$ cat config.mk
export PLATFORM = sky130hd
export DESIGN_NAME = rgb2gray_pipe
export DESIGN_NICKNAME = d
export VERILOG_FILES = /design/src/rtl/rgb2gray_pkg.sv /design/src/rtl/rgb2gray_coef.sv /design/src/rtl/rgb2gray_pipe.sv
export SDC_FILE = /design/constraint.sdc
export NUM_CORES = 1
export LEC_CHECK = 0
export CORE_MARGIN = 10
export CORE_UTILIZATION = 45
export CTS_BUF_LIST = sky130_fd_sc_hd__clkbuf_8
export DETAILED_ROUTE_END_ITERATION = 10
export DONT_BUFFER_PORTS = 1
export PLACE_DENSITY_LB_ADDON = 0.1
export SYNTH_ARGS = -nofsm -noshare
export SYNTH_HDL_FRONTEND = slang
export SYNTH_SLANG_ARGS = --single-unit
$ cat constraint.sdc
create_clock -name iCLK -period 7.1 [get_ports iCLK]
set_input_delay 0.71 -clock iCLK [delete_from_list [all_inputs] [get_ports iCLK]]
set_output_delay 0.71 -clock iCLK [all_outputs]
set_load 0.005 [all_outputs]
$ cat src/rtl/rgb2gray_pkg.sv
// Shared constants for the RGB-to-luma pipeline: mode encodings, the
// coefficient table (stored at 8 fractional bits) and the pipeline latency.
package rgb2gray_pkg;

    typedef enum logic [1:0] {
        MODE_BT601 = 2'b00,
        MODE_BT709 = 2'b01,
        MODE_AVG   = 2'b10,
        MODE_GREEN = 2'b11
    } mode_e;

    localparam int LATENCY      = 32'sd3;
    localparam int COEF_BASE_CW = 32'sd8;

    // Rows indexed by mode, columns R/G/B; every row sums to 256.
    localparam logic [8:0] COEF_TABLE [4][3] = '{
        '{9'd77, 9'd150, 9'd29},
        '{9'd54, 9'd183, 9'd19},
        '{9'd85, 9'd86,  9'd85},
        '{9'd0,  9'd256, 9'd0}
    };

    function automatic int unsigned scale_coef(input logic [8:0] c8, input int cw);
        int unsigned v;
        v = 32'(c8);
        if (cw >= COEF_BASE_CW) begin
            return v << (cw - COEF_BASE_CW);
        end else begin
            return (v + (32'd1 << (COEF_BASE_CW - cw - 32'sd1))) >> (COEF_BASE_CW - cw);
        end
    endfunction

endpackage

$ cat src/rtl/rgb2gray_coef.sv
// Combinational mode-to-coefficient lookup, scaled to CW fractional bits.
module rgb2gray_coef
    import rgb2gray_pkg::*;
#(
    parameter int CW = 8
) (
    input  mode_e         i_mode,
    output logic [CW:0]   o_coef_r,
    output logic [CW:0]   o_coef_g,
    output logic [CW:0]   o_coef_b
);

    localparam int          KW    = CW + 32'sd1;
    localparam int unsigned UNITY = 32'd1 << CW;

    int unsigned w_r;
    int unsigned w_b;

    // Green is derived from the other two so each set sums exactly to 2^CW.
    always_comb begin
        w_r = 32'd0;
        w_b = 32'd0;
        case (i_mode)
            MODE_BT601: begin
                w_r = scale_coef(COEF_TABLE[0][0], CW);
                w_b = scale_coef(COEF_TABLE[0][2], CW);
            end
            MODE_BT709: begin
                w_r = scale_coef(COEF_TABLE[1][0], CW);
                w_b = scale_coef(COEF_TABLE[1][2], CW);
            end
            MODE_AVG: begin
                w_r = scale_coef(COEF_TABLE[2][0], CW);
                w_b = scale_coef(COEF_TABLE[2][2], CW);
            end
            MODE_GREEN: begin
                w_r = scale_coef(COEF_TABLE[3][0], CW);
                w_b = scale_coef(COEF_TABLE[3][2], CW);
            end
            default: begin
                w_r = 32'd0;
                w_b = 32'd0;
            end
        endcase
        o_coef_r = KW'(w_r);
        o_coef_b = KW'(w_b);
        o_coef_g = KW'(UNITY - w_r - w_b);
    end

endmodule

$ cat src/rtl/rgb2gray_pipe.sv
// Three-stage RGB-to-luma converter with per-frame mode selection latched at
// start of frame; mode, SOF and valid travel alongside each pixel.
module rgb2gray_pipe
    import rgb2gray_pkg::*;
#(
    parameter int DW = 10,
    parameter int CW = 8
) (
    input  logic          iCLK,
    input  logic          iRST,
    input  logic          iDVAL,
    input  logic          iSOF,
    input  logic [1:0]    iMODE,
    input  logic [DW-1:0] iRed,
    input  logic [DW-1:0] iGreen,
    input  logic [DW-1:0] iBlue,
    output logic [DW-1:0] oDATA,
    output logic          oDVAL,
    output logic          oSOF,
    output logic [1:0]    oMODE
);

    localparam int PW = DW + CW + 32'sd1;
    localparam int SW = DW + CW + 32'sd3;

    logic [1:0]    r_active_mode;
    logic          w_sof;
    logic [1:0]    w_mode;
    logic [CW:0]   w_coef_r;
    logic [CW:0]   w_coef_g;
    logic [CW:0]   w_coef_b;
    logic [PW-1:0] r_prod_r;
    logic [PW-1:0] r_prod_g;
    logic [PW-1:0] r_prod_b;
    logic [SW-1:0] r_sum;
    logic [SW-1:0] w_round;
    logic [DW-1:0] w_luma;
    logic          r_v1;
    logic          r_v2;
    logic          r_sof1;
    logic          r_sof2;
    logic [1:0]    r_mode1;
    logic [1:0]    r_mode2;

    // A qualified SOF pixel already uses the mode it brings with it.
    assign w_sof  = iDVAL & iSOF;
    assign w_mode = w_sof ? iMODE : r_active_mode;

    rgb2gray_coef #(.CW(CW)) u_coef (
        .i_mode   (mode_e'(w_mode)),
        .o_coef_r (w_coef_r),
        .o_coef_g (w_coef_g),
        .o_coef_b (w_coef_b)
    );

    // Round half up, then clamp to the output range.
    always_comb begin
        w_round = (r_sum + (SW'(1'b1) << (CW - 32'sd1))) >> CW;
        if (w_round > SW'({DW{1'b1}})) begin
            w_luma = {DW{1'b1}};
        end else begin
            w_luma = w_round[DW-1:0];
        end
    end

    // Sideband pipeline: valid always shifts, mode/SOF follow their pixel.
    always_ff @(posedge iCLK or negedge iRST) begin
        if (!iRST) begin
            r_active_mode <= 2'b00;
            r_v1          <= 1'b0;
            r_v2          <= 1'b0;
            oDVAL         <= 1'b0;
            r_sof1        <= 1'b0;
            r_sof2        <= 1'b0;
            oSOF          <= 1'b0;
            r_mode1       <= 2'b00;
            r_mode2       <= 2'b00;
            oMODE         <= 2'b00;
        end else begin
            if (w_sof) r_active_mode <= iMODE;
            r_v1   <= iDVAL;
            r_v2   <= r_v1;
            oDVAL  <= r_v2;
            r_sof1 <= w_sof;
            r_sof2 <= r_sof1;
            oSOF   <= r_sof2;
            if (iDVAL) r_mode1 <= w_mode;
            if (r_v1)  r_mode2 <= r_mode1;
            if (r_v2)  oMODE   <= r_mode2;
        end
    end

    // Datapath stages: products, sum, rounded result; each enabled by its valid.
    always_ff @(posedge iCLK or negedge iRST) begin
        if (!iRST) begin
            r_prod_r <= '0;
            r_prod_g <= '0;
            r_prod_b <= '0;
            r_sum    <= '0;
            oDATA    <= '0;
        end else begin
            if (iDVAL) begin
                r_prod_r <= PW'(iRed)   * PW'(w_coef_r);
                r_prod_g <= PW'(iGreen) * PW'(w_coef_g);
                r_prod_b <= PW'(iBlue)  * PW'(w_coef_b);
            end
            if (r_v1) r_sum <= SW'(r_prod_r) + SW'(r_prod_g) + SW'(r_prod_b);
            if (r_v2) oDATA <= w_luma;
        end
    end

endmodule

==> results of run 1 <==
[logic make-up after synthesis]
logic type      synth area share [%]
flops                           19.6
fa+ha+maj                       40.5
compound gates                  9.66
xor+xnor                        2.83
mux                             4.66
buf+inv                         8.97
simple gates                    13.7
[critical path, cell delays in order]
cell and delay [ps]:
nand2_1 170, mux2i_1 250, buf_4 230, ha_1 360
buf_4 340, and2_1 220, inv_1 70, fa_1 530
inv_1 60, fa_1 470, fa_1 490, inv_1 60
fa_1 530, inv_1 40, ha_1 230, a211o_1 300
a211oi_1 360, o21ai_0 260, a311oi_1 310, nor2_1 80
[cell usage in the layout (no fill, tap or decap), types with 3 or more instances in the layout]
master	n
ha_1	144
o21bai_1	4
or3_1	6
dlygate4sd3_1	7
a31oi_1	6
xnor2_1	25
a221oi_1	3
inv_1	255
fa_1	148
nor3_1	10
nand4_1	4
nor2_1	44
buf_4	8
xor2_1	13
dfrtp_1	92
clkbuf_8	10
nand2_1	64
o21ai_0	24
and3_1	6
o21a_1	14
a211o_1	4
o31ai_1	5
mux2_2	46
a21o_1	15
a211oi_1	11
o31a_1	3
nand3_1	12
nor2b_1	30
and2_1	83
nand2b_1	30
or2_2	5
a21oi_1	40
[state kept, by name (all words and copies together) (netlist names)]
register / flops
oDATA: 10
r_prod_b: 18
oMODE: 2
r_active_mode: 2
r_mode2: 2
r_mode1: 2
oDVAL: 1
oSOF: 1
r_v1: 1
r_prod_g: 19
r_v2: 1
r_prod_r: 18
r_sof2: 1
r_sum: 13
r_sof1: 1
[cells in the mapped netlist (30+ instances only)]
cell,count
a21oi_1,40
inv_1,252
nand2_1,64
nand2b_1,30
fa_1,148
dfrtp_1,92
nor2_1,44
ha_1,144
and2_1,83
nor2b_1,30
mux2_2,46
[path summary, 6_finish.rpt]
kind                       cells past startpoint                  endpoint                  startpoint
min                                            0  r_prod_r[17]$_DFFE_PN0P_                        iRST
min in group iCLK                              0          r_sof2$_DFF_PN0_            r_sof1$_DFF_PN0_
max                                           20  r_prod_r[17]$_DFFE_PN0P_                       iDVAL
max in group asynchronous                      1   r_prod_g[2]$_DFFE_PN0P_                        iRST
max reg2reg                                   19  r_prod_r[17]$_DFFE_PN0P_  r_active_mode[1]$_DFF_PN0_
min reg2reg                                    0          r_sof2$_DFF_PN0_            r_sof1$_DFF_PN0_
[power by group through the flow]
stage	logic, W	clock network [W]	registers [W]
2_1_floorplan	0.00389	0	0.000901
3_3_place_gp	0.00491	0	0.000985
3_5_place_dp	0.00494	0	0.000987
4_1_cts	0.00498	0.000405	0.000978
5_1_grt	0.00565	0.000423	0.00101
6_report	0.00493	0.000391	0.000971
[layout make-up]
cell class	instances	share of cell area, %
Clock buffer	10	1.11
Clock inverter	6	0.644
Inverter	254	7.66
Multi-Input combinational cell	842	67.5
Sequential cell	92	18.5
Tap cell	335	3.37
Timing Repair Buffer	16	1.21
[stage by stage]
step | cells | total power (W) | hold WS, ps
2_1_floorplan | 1215 | 0.00479 | 331
3_3_place_gp | 1531 | 0.00589 | 335
3_5_place_dp | 1531 | 0.00592 | 335
4_1_cts | 1549 | 0.00637 | 0.516
5_1_grt | 1555 | 0.00708 | 7.01
6_report | 1555 | 0.00629 | 34.4
[timing repair]
action	in CTS	in global routing
hold endpoints to repair	9	28
gates resized for setup	0	0
hold buffers	2	6
[routing by layer]
metal | global-route usage [%] | vias to the layer above | part of all wire (%)
met3 | 2.76 | 12 | 3.9
met5 | 0 | - | 0
met1 | 22.0 | 3887 | 48
li1 | - | 3899 | -
met4 | 2.80 | 0 | 0.72
met2 | 26.2 | 115 | 47
==> results.toml, run 1 <==
[global_route]
grt_start_max_net_pins = 85
grt_use_total_pct = 16.0
gr-total-overflow = 0
antenna_found_initial = 0
grt_pass1_vias = 8119
grt_pass1_wl_um = 43200

[clocking]
cts_max_level = 3
path_clk_slew_ps = 80
numClockSinks = 92
cts_tree = "built"
numCtsBuffers = 9
cts_setup_buffers = 0
insertion_delay_ps = 370
root_buffer = "clkbuf_8"
clockBufferDepth = 2

[power_and_ir_drop]
power_leakage_nw = 6.43
seqPwrFrac_pct = 15.4
internal_power_w = 0.00320
peakVddDrop_mv = 0.242
power_density_nw_per_um2 = 506
combPwrFrac_pct = 78.3
p_clk_share_pct = 6.2
p_sw_share_pct = 49.2
power.net_switching_w = 0.00309

[synthesis]
ys.flop_type = "dfrtp_1"
ys_types = 66
synthArstFlopShare_pct = 100
syn_area_um2 = 11800
synth_seq_cells = 92
yosysTopAreaCell = "fa_1"
synth_edf_count = 0
synthCells = 1215
yosysWarnings = 0
synth_top_cell_area_share_pct = 25.2
ys_seq_area_share_pct = 19.6
syn_avg_cell_area_um2 = 9.67
synthTopCellsByArea = "fa_1 25%, dfrtp_1 20%, ha_1 15%"
syn_nets = 1543

[worst_setup_path]
critPathKind = "input port to flop"
path_max_fanout = 62
startpoint_type = "input port"
cp.arrival_ps = 6100
end_kind = "flop"
rrSetupSlack_ps = 1490
critPathRequiredTime_ps = 7350

[final_layout]
utilization_pct = 48.0
design_area_um2 = 12400
n_antenna_cell = 0
drive_above_1_share_pct = 7.05
finalNetCount = 1543
regArea_um2 = 2300
fillCellCount = 2498
syn2layout_area_growth_pct = 5.87
multi_input_area_um2 = 8400

[route]
vias = 7913
route.detailed.drc = 0
vias_per_cell = 5.09
wl_per_cell_um = 17.2
drt_iter0_markers = 362
ant_nets = 0
routed_wirelength_um = 26700
dr.pass1.iters = 5

[floorplanning]
ioPinCount = 50
dieHeight_um = 182
die_area_um2 = 33000
fp.dieW_um = 182
fp-row-count = 59
start_util_pct = 45.4
coreArea_um2 = 25900

[sta]
min_period_ps = 5850
maxSlewHeadroom_pct = 44.7
finalSetupTns_ps = 0
hold_viol_final = 0
clock.fmax_mhz = 171
rsz0062_at_grt = "no"
fin_crit_sh_pct = 82.4
skew_ps = 16.0
drv_slew = 0
tightest_slew_ps = 824
finalSetupViolations = 0
setup_ws_ps = 1250

[status]
status = "completed"

[placement]
port_buffers = 0
gp_congestion = 0.810
dp_hpwl_um = 21600
placed_area_um2 = 12100
dpl_worst_slack_ps = 870

[worst_hold_path]
min_path_type = "input port to asynchronous set/reset pin"

[run]
maxCapViolCount = 0
Note: power is estimated with default switching activity, not from simulation.
==> inputs of run 2 (changes only) <==
==> constraint.sdc (replaced) <==
create_clock -name iCLK -period 5.5 [get_ports iCLK]
set_input_delay 0.55 -clock iCLK [delete_from_list [all_inputs] [get_ports iCLK]]
set_output_delay 0.55 -clock iCLK [all_outputs]
set_load 0.005 [all_outputs]
==> results.toml, run 2 (synthesis gave the netlist of run 1 again) <==
[route]
dr.pass1.iters = 6
ant_nets = 0
wl_per_cell_um = 16.2
drt_iter0_markers = 295
route.detailed.drc = 0
vias_per_cell = 4.99
vias = 8004
routed_wirelength_um = 26000

[worst_setup_path]
slowest_delay_ps = 550
cpLargestDelayFamily = "adder cells"
path_max_fanout = 10
crit_buf_inv = 4
critPathKind = "flop to flop"
crit_chain = "mux2i_2, buf_4, ha_1, nand2_1, fa_1, fa_1, inv_1, fa_1, inv_1, fa_1, inv_1, ha_1, o21a_1, o31ai_1, a211oi_2, o21ai_1, a2111o_1, o311ai_1"
cp_slowest_cell = "fa_1"
cp.arrival_ps = 5500
startpoint_type = "flop"
cp_num_cells = 18
end_kind = "flop"
cp_common_cell = "fa_1"
rr_worst_depth = 18
critPathRequiredTime_ps = 5770

[sta]
tightest_slew_ps = 886
drv_slew = 0
hold_viol_final = 0
min_period_ps = 5230
maxSlewHeadroom_pct = 40.6
skew_ps = 16.9
clock.fmax_mhz = 191
finalSetupViolations = 0
fin_crit_sh_pct = 95.1
rsz0062_at_grt = "no"
timing.hold.ws_ps = 86.2
finalSetupTns_ps = 0
setup_ws_ps = 271

[clocking]
numClockSinks = 92
clockBufferDepth = 2
cts_setup_buffers = 0
cts_max_level = 3
numCtsBuffers = 9
cts_tree = "built"
root_buffer = "clkbuf_8"
path_clk_slew_ps = 100
insertion_delay_ps = 380

[status]
status = "completed"

[global_route]
grt_use_total_pct = 16.3
use_met1_pct = 23.4
antenna_found_initial = 0
use_met2_pct = 25.4
grt_pass1_vias = 8480
gr-total-overflow = 0
grt_pass1_wl_um = 44300
busiest_layer = "met2"
grt_start_max_net_pins = 93
use_met3_pct = 2.54

[run]
maxCapViolCount = 0

[worst_hold_path]
min_path_type = "input port to asynchronous set/reset pin"

[floorplanning]
ioPinCount = 50
coreArea_um2 = 25900
start_util_pct = 45.4
fp-row-count = 59
dieHeight_um = 182
fp.dieW_um = 182
die_area_um2 = 33000

[final_layout]
reg_top3 = "r_prod_g: 19 flops, r_prod_b: 18 flops, r_prod_r: 18 flops"
syn2layout_area_growth_pct = 10.2
layout_commonest_cell = "inv_1"
finalNetCount = 1593
largest_reg_flops = 19
n_antenna_cell = 0
top_register = "r_prod_g"
drive_above_1_share_pct = 12.8
final_cell_mix = "250 x inv_1, 148 x fa_1, 139 x ha_1, 92 x dfrtp_1, 83 x and2_1"

[placement]
dpl_worst_slack_ps = -90.6
port_buffers = 0
gp_congestion = 0.842
dp_hpwl_um = 22200
run 2: changes by cell type in the layout (fill, tap and decap cells not counted), sizes merged:
cell / delta
buf: +57
dlygate4sd3: -7
bufinv: -2
clkbuf: -1
clkinv: +1
clkinvlp: +1
inv: +1
run 2: area by class of cell:
type,instances,area [µm²]
clock inverters,7,72.6
well taps,335,419
inverters,254,953
flip-flops and latches,92,2300
fillers,2431,13000
repair buffers,66,541
multi-input cells,842,8540
clock buffers,9,124
run 2: through the flow:
stage / std cells / utilization, % / cell area, µm²
finish: 1605 / 50.0 / 12900
CTS: 1605 / 50.0 / 12900
floorplan: 1215 / - / 11900
global route: 1605 / 50.0 / 12900
detailed placement: 1588 / 49.1 / 12700
global placement: 1588 / 49.1 / 12700
run 2: timing repair:
action | CTS | global route
endpoints found under the setup margin | 0 | 4
hold buffers | 1 | 0
hold endpoints to repair | 92 | 0
resized for setup | 0 | 1
run 2: metal layers:
layer	vias to the layer above	part of all wire, %
li1	4006	-
met1	3868	49
met2	109	45
met3	21	4.6
met4	0	1.4
met5	-	0
run 2: worst paths after layout:
path                                       startpoint                       end  slack [ps]
setup reg to reg           r_active_mode[0]$_DFF_PN0_  r_prod_g[16]$_DFFE_PN0P_         270
hold reg to reg                      r_sof2$_DFF_PN0_            oSOF$_DFF_PN0_         360
setup / recovery           r_active_mode[0]$_DFF_PN0_  r_prod_g[16]$_DFFE_PN0P_         270
hold / removal                                   iRST     r_sum[13]$_DFFE_PN0P_          90
max in group asynchronous                        iRST   r_prod_b[0]$_DFFE_PN0P_        5050
min in group iCLK                               iDVAL            r_v1$_DFF_PN0_         220
run 2: worst reg2reg max path: stages, from the launching register on:
cell and delay, ps:
dfrtp_1 390, mux2i_2 240, buf_4 170, ha_1 460, nand2_1 140, fa_1 500, fa_1 550, inv_1 50
fa_1 520, inv_1 60, fa_1 540, inv_1 40, ha_1 320, o21a_1 130, o31ai_1 90, a211oi_2 320
o21ai_1 130, a2111o_1 410, o311ai_1 80
Power of run 2 is left out: the tool's default activity adds up to more than one toggle a clock period on the data nets, which glitch-free logic cannot reach.
==> inputs of run 3 (changes only) <==
--- a/config.mk
+++ b/config.mk
@@ -10,7 +10,10 @@
 export CTS_BUF_LIST = sky130_fd_sc_hd__clkbuf_8
 export DETAILED_ROUTE_END_ITERATION = 10
 export DONT_BUFFER_PORTS = 1
+export GPL_TIMING_DRIVEN = 0
+export HOLD_SLACK_MARGIN = 0.15
 export PLACE_DENSITY_LB_ADDON = 0.1
+export REMOVE_ABC_BUFFERS = 1
 export SYNTH_ARGS = -nofsm -noshare
 export SYNTH_HDL_FRONTEND = slang
 export SYNTH_SLANG_ARGS = --single-unit
==> results.toml, run 3 (synthesis gave the netlist of run 1 again) <==
[route]
ant_nets = 0
dr.pass1.iters = 4
wl_per_cell_um = 16.9
route.detailed.drc = 0
routed_wirelength_um = 26600
vias_per_cell = 5.11
drt_iter0_markers = 325
vias = 8056

[final_layout]
top_register = "r_prod_g"
layout_commonest_cell = "inv_1"
design_area_um2 = 13200
final_cell_mix = "247 x inv_1, 142 x fa_1, 125 x ha_1, 92 x dfrtp_1, 80 x and2_1"
syn2layout_area_growth_pct = 12.3
largest_reg_flops = 19
reg_top3 = "r_prod_g: 19 flops, r_prod_b: 18 flops, r_prod_r: 18 flops"
drive_above_1_share_pct = 14.6
utilization_pct = 50.9
finalNetCount = 1564
n_antenna_cell = 0

[sta]
tightest_slew_ps = 848
finalSetupViolations = 0
clock.fmax_mhz = 185
setup_ws_ps = 103
rsz0062_at_grt = "yes"
min_period_ps = 5400
timing.hold.ws_ps = 260
skew_ps = 9.59
drv_slew = 0
maxSlewHeadroom_pct = 43.1
fin_crit_sh_pct = 98.1
hold_viol_final = 0

[run]
maxCapViolCount = 0

[placement]
gp_congestion = 0.810
dpl_worst_slack_ps = -1500
dp_hpwl_um = 20300
port_buffers = 0
placed_area_um2 = 12100

[worst_setup_path]
end_kind = "flop"
r2r-end = "r_prod_g[16]$_DFFE_PN0P_"
rrSetupSlack_ps = 140
cp-startpoint = "iDVAL"
r2r-start = "r_active_mode[0]$_DFF_PN0_"
cp_slowest_cell = "fa_1"
crit_buf_inv = 6
cp_common_cell = "fa_1"
startpoint_type = "input port"
crit_chain = "nand2_4, mux2i_4, buf_12, clkinvlp_4, ha_4, buf_12, nand2b_2, fa_1, fa_1, inv_1, fa_1, inv_1, fa_1, inv_1, ha_4, o21a_1, o31ai_4, a211oi_4, o21ai_2, a2111o_1, o311ai_2"
cpLargestDelayFamily = "adder cells"
slowest_delay_ps = 530
cp.arrival_ps = 5660
critPathKind = "input port to flop"
critPathRequiredTime_ps = 5770
crit_path_end = "r_prod_g[16]$_DFFE_PN0P_"
rr_worst_depth = 20
path_max_fanout = 62
cp_num_cells = 21

[clocking]
numCtsBuffers = 9
numClockSinks = 92
clockBufferDepth = 2
cts_tree = "built"
cts_max_level = 3
path_clk_slew_ps = 90
insertion_delay_ps = 360
root_buffer = "clkbuf_8"

[global_route]
grt_start_max_net_pins = 93
grt_use_total_pct = 16.1
gr-total-overflow = 0
grt_pass1_vias = 8246
antenna_found_initial = 0
grt_pass1_wl_um = 43700

[status]
status = "completed"

[worst_hold_path]
min_path_type = "input port to flop"

[floorplanning]
dieHeight_um = 182
ioPinCount = 50
coreArea_um2 = 25900
fp-row-count = 59
start_util_pct = 45.4
die_area_um2 = 33000
fp.dieW_um = 182
run 3: what timing repair did:
item / CTS / global route
pin swaps: 3 / 39
resized for setup: 18 / 69
endpoints found under the hold margin: 92 / 0
setup endpoints to repair: 29 / 20
hold buffers: 2 / 0
cloned: 0 / 2
setup buffers: 17 / 14
run 3: layout make-up:
type                            instances  area [µm²]
Multi-Input combinational cell        843        8890
Clock buffer                            9         124
Timing Repair Buffer                   36         438
Clock inverter                          7        73.8
Inverter                              254         957
Tap cell                              335         419
Fill cell                            2409       12700
Sequential cell                        92        2300
run 3: how the worst min path moves through the flow:
stage               start                    to  depth (start not counted)
floorplan            iRST  oDATA[0]$_DFFE_PN0P_                          0
global route        iDVAL        r_v1$_DFF_PN0_                          0
finish              iDVAL        r_v1$_DFF_PN0_                          0
CTS                 iDVAL        r_v1$_DFF_PN0_                          0
global placement     iRST       oDVAL$_DFF_PN0_                          0
detailed placement   iRST       oDVAL$_DFF_PN0_                          0
run 3: metrics by stage:
step | setup TNS [ps] | instances
after floorplan | -19020 | 1188
after global placement | -120050 | 1523
after detailed placement | -26700 | 1525
after CTS | 0 | 1560
after global routing | -96.0 | 1576
final | 0 | 1576
run 3: worst reg2reg max path, delay by kind of cell, from the launching register on:
kind | cells | cell delay (ps)
buffers and inverters | 6 | 640
flip-flops | 1 | 410
multiplexers | 1 | 190
AO/OA/AOI/OAI | 6 | 1240
adder cells (fa/ha/maj) | 6 | 2570
AND/OR/NAND/NOR | 1 | 210
run 3: metal layers:
layer | track usage (%) | wire length [µm] | up-vias | part of all wire [%]
met5 | 0 | 0 | - | 0
met4 | 2.54 | 179 | 0 | 0.67
met1 | 23.6 | 12900 | 3997 | 48
met3 | 2.11 | 1310 | 10 | 4.9
met2 | 25.3 | 12200 | 110 | 46
li1 | - | - | 3939 | -
Power of run 3 is left out for the same reason.
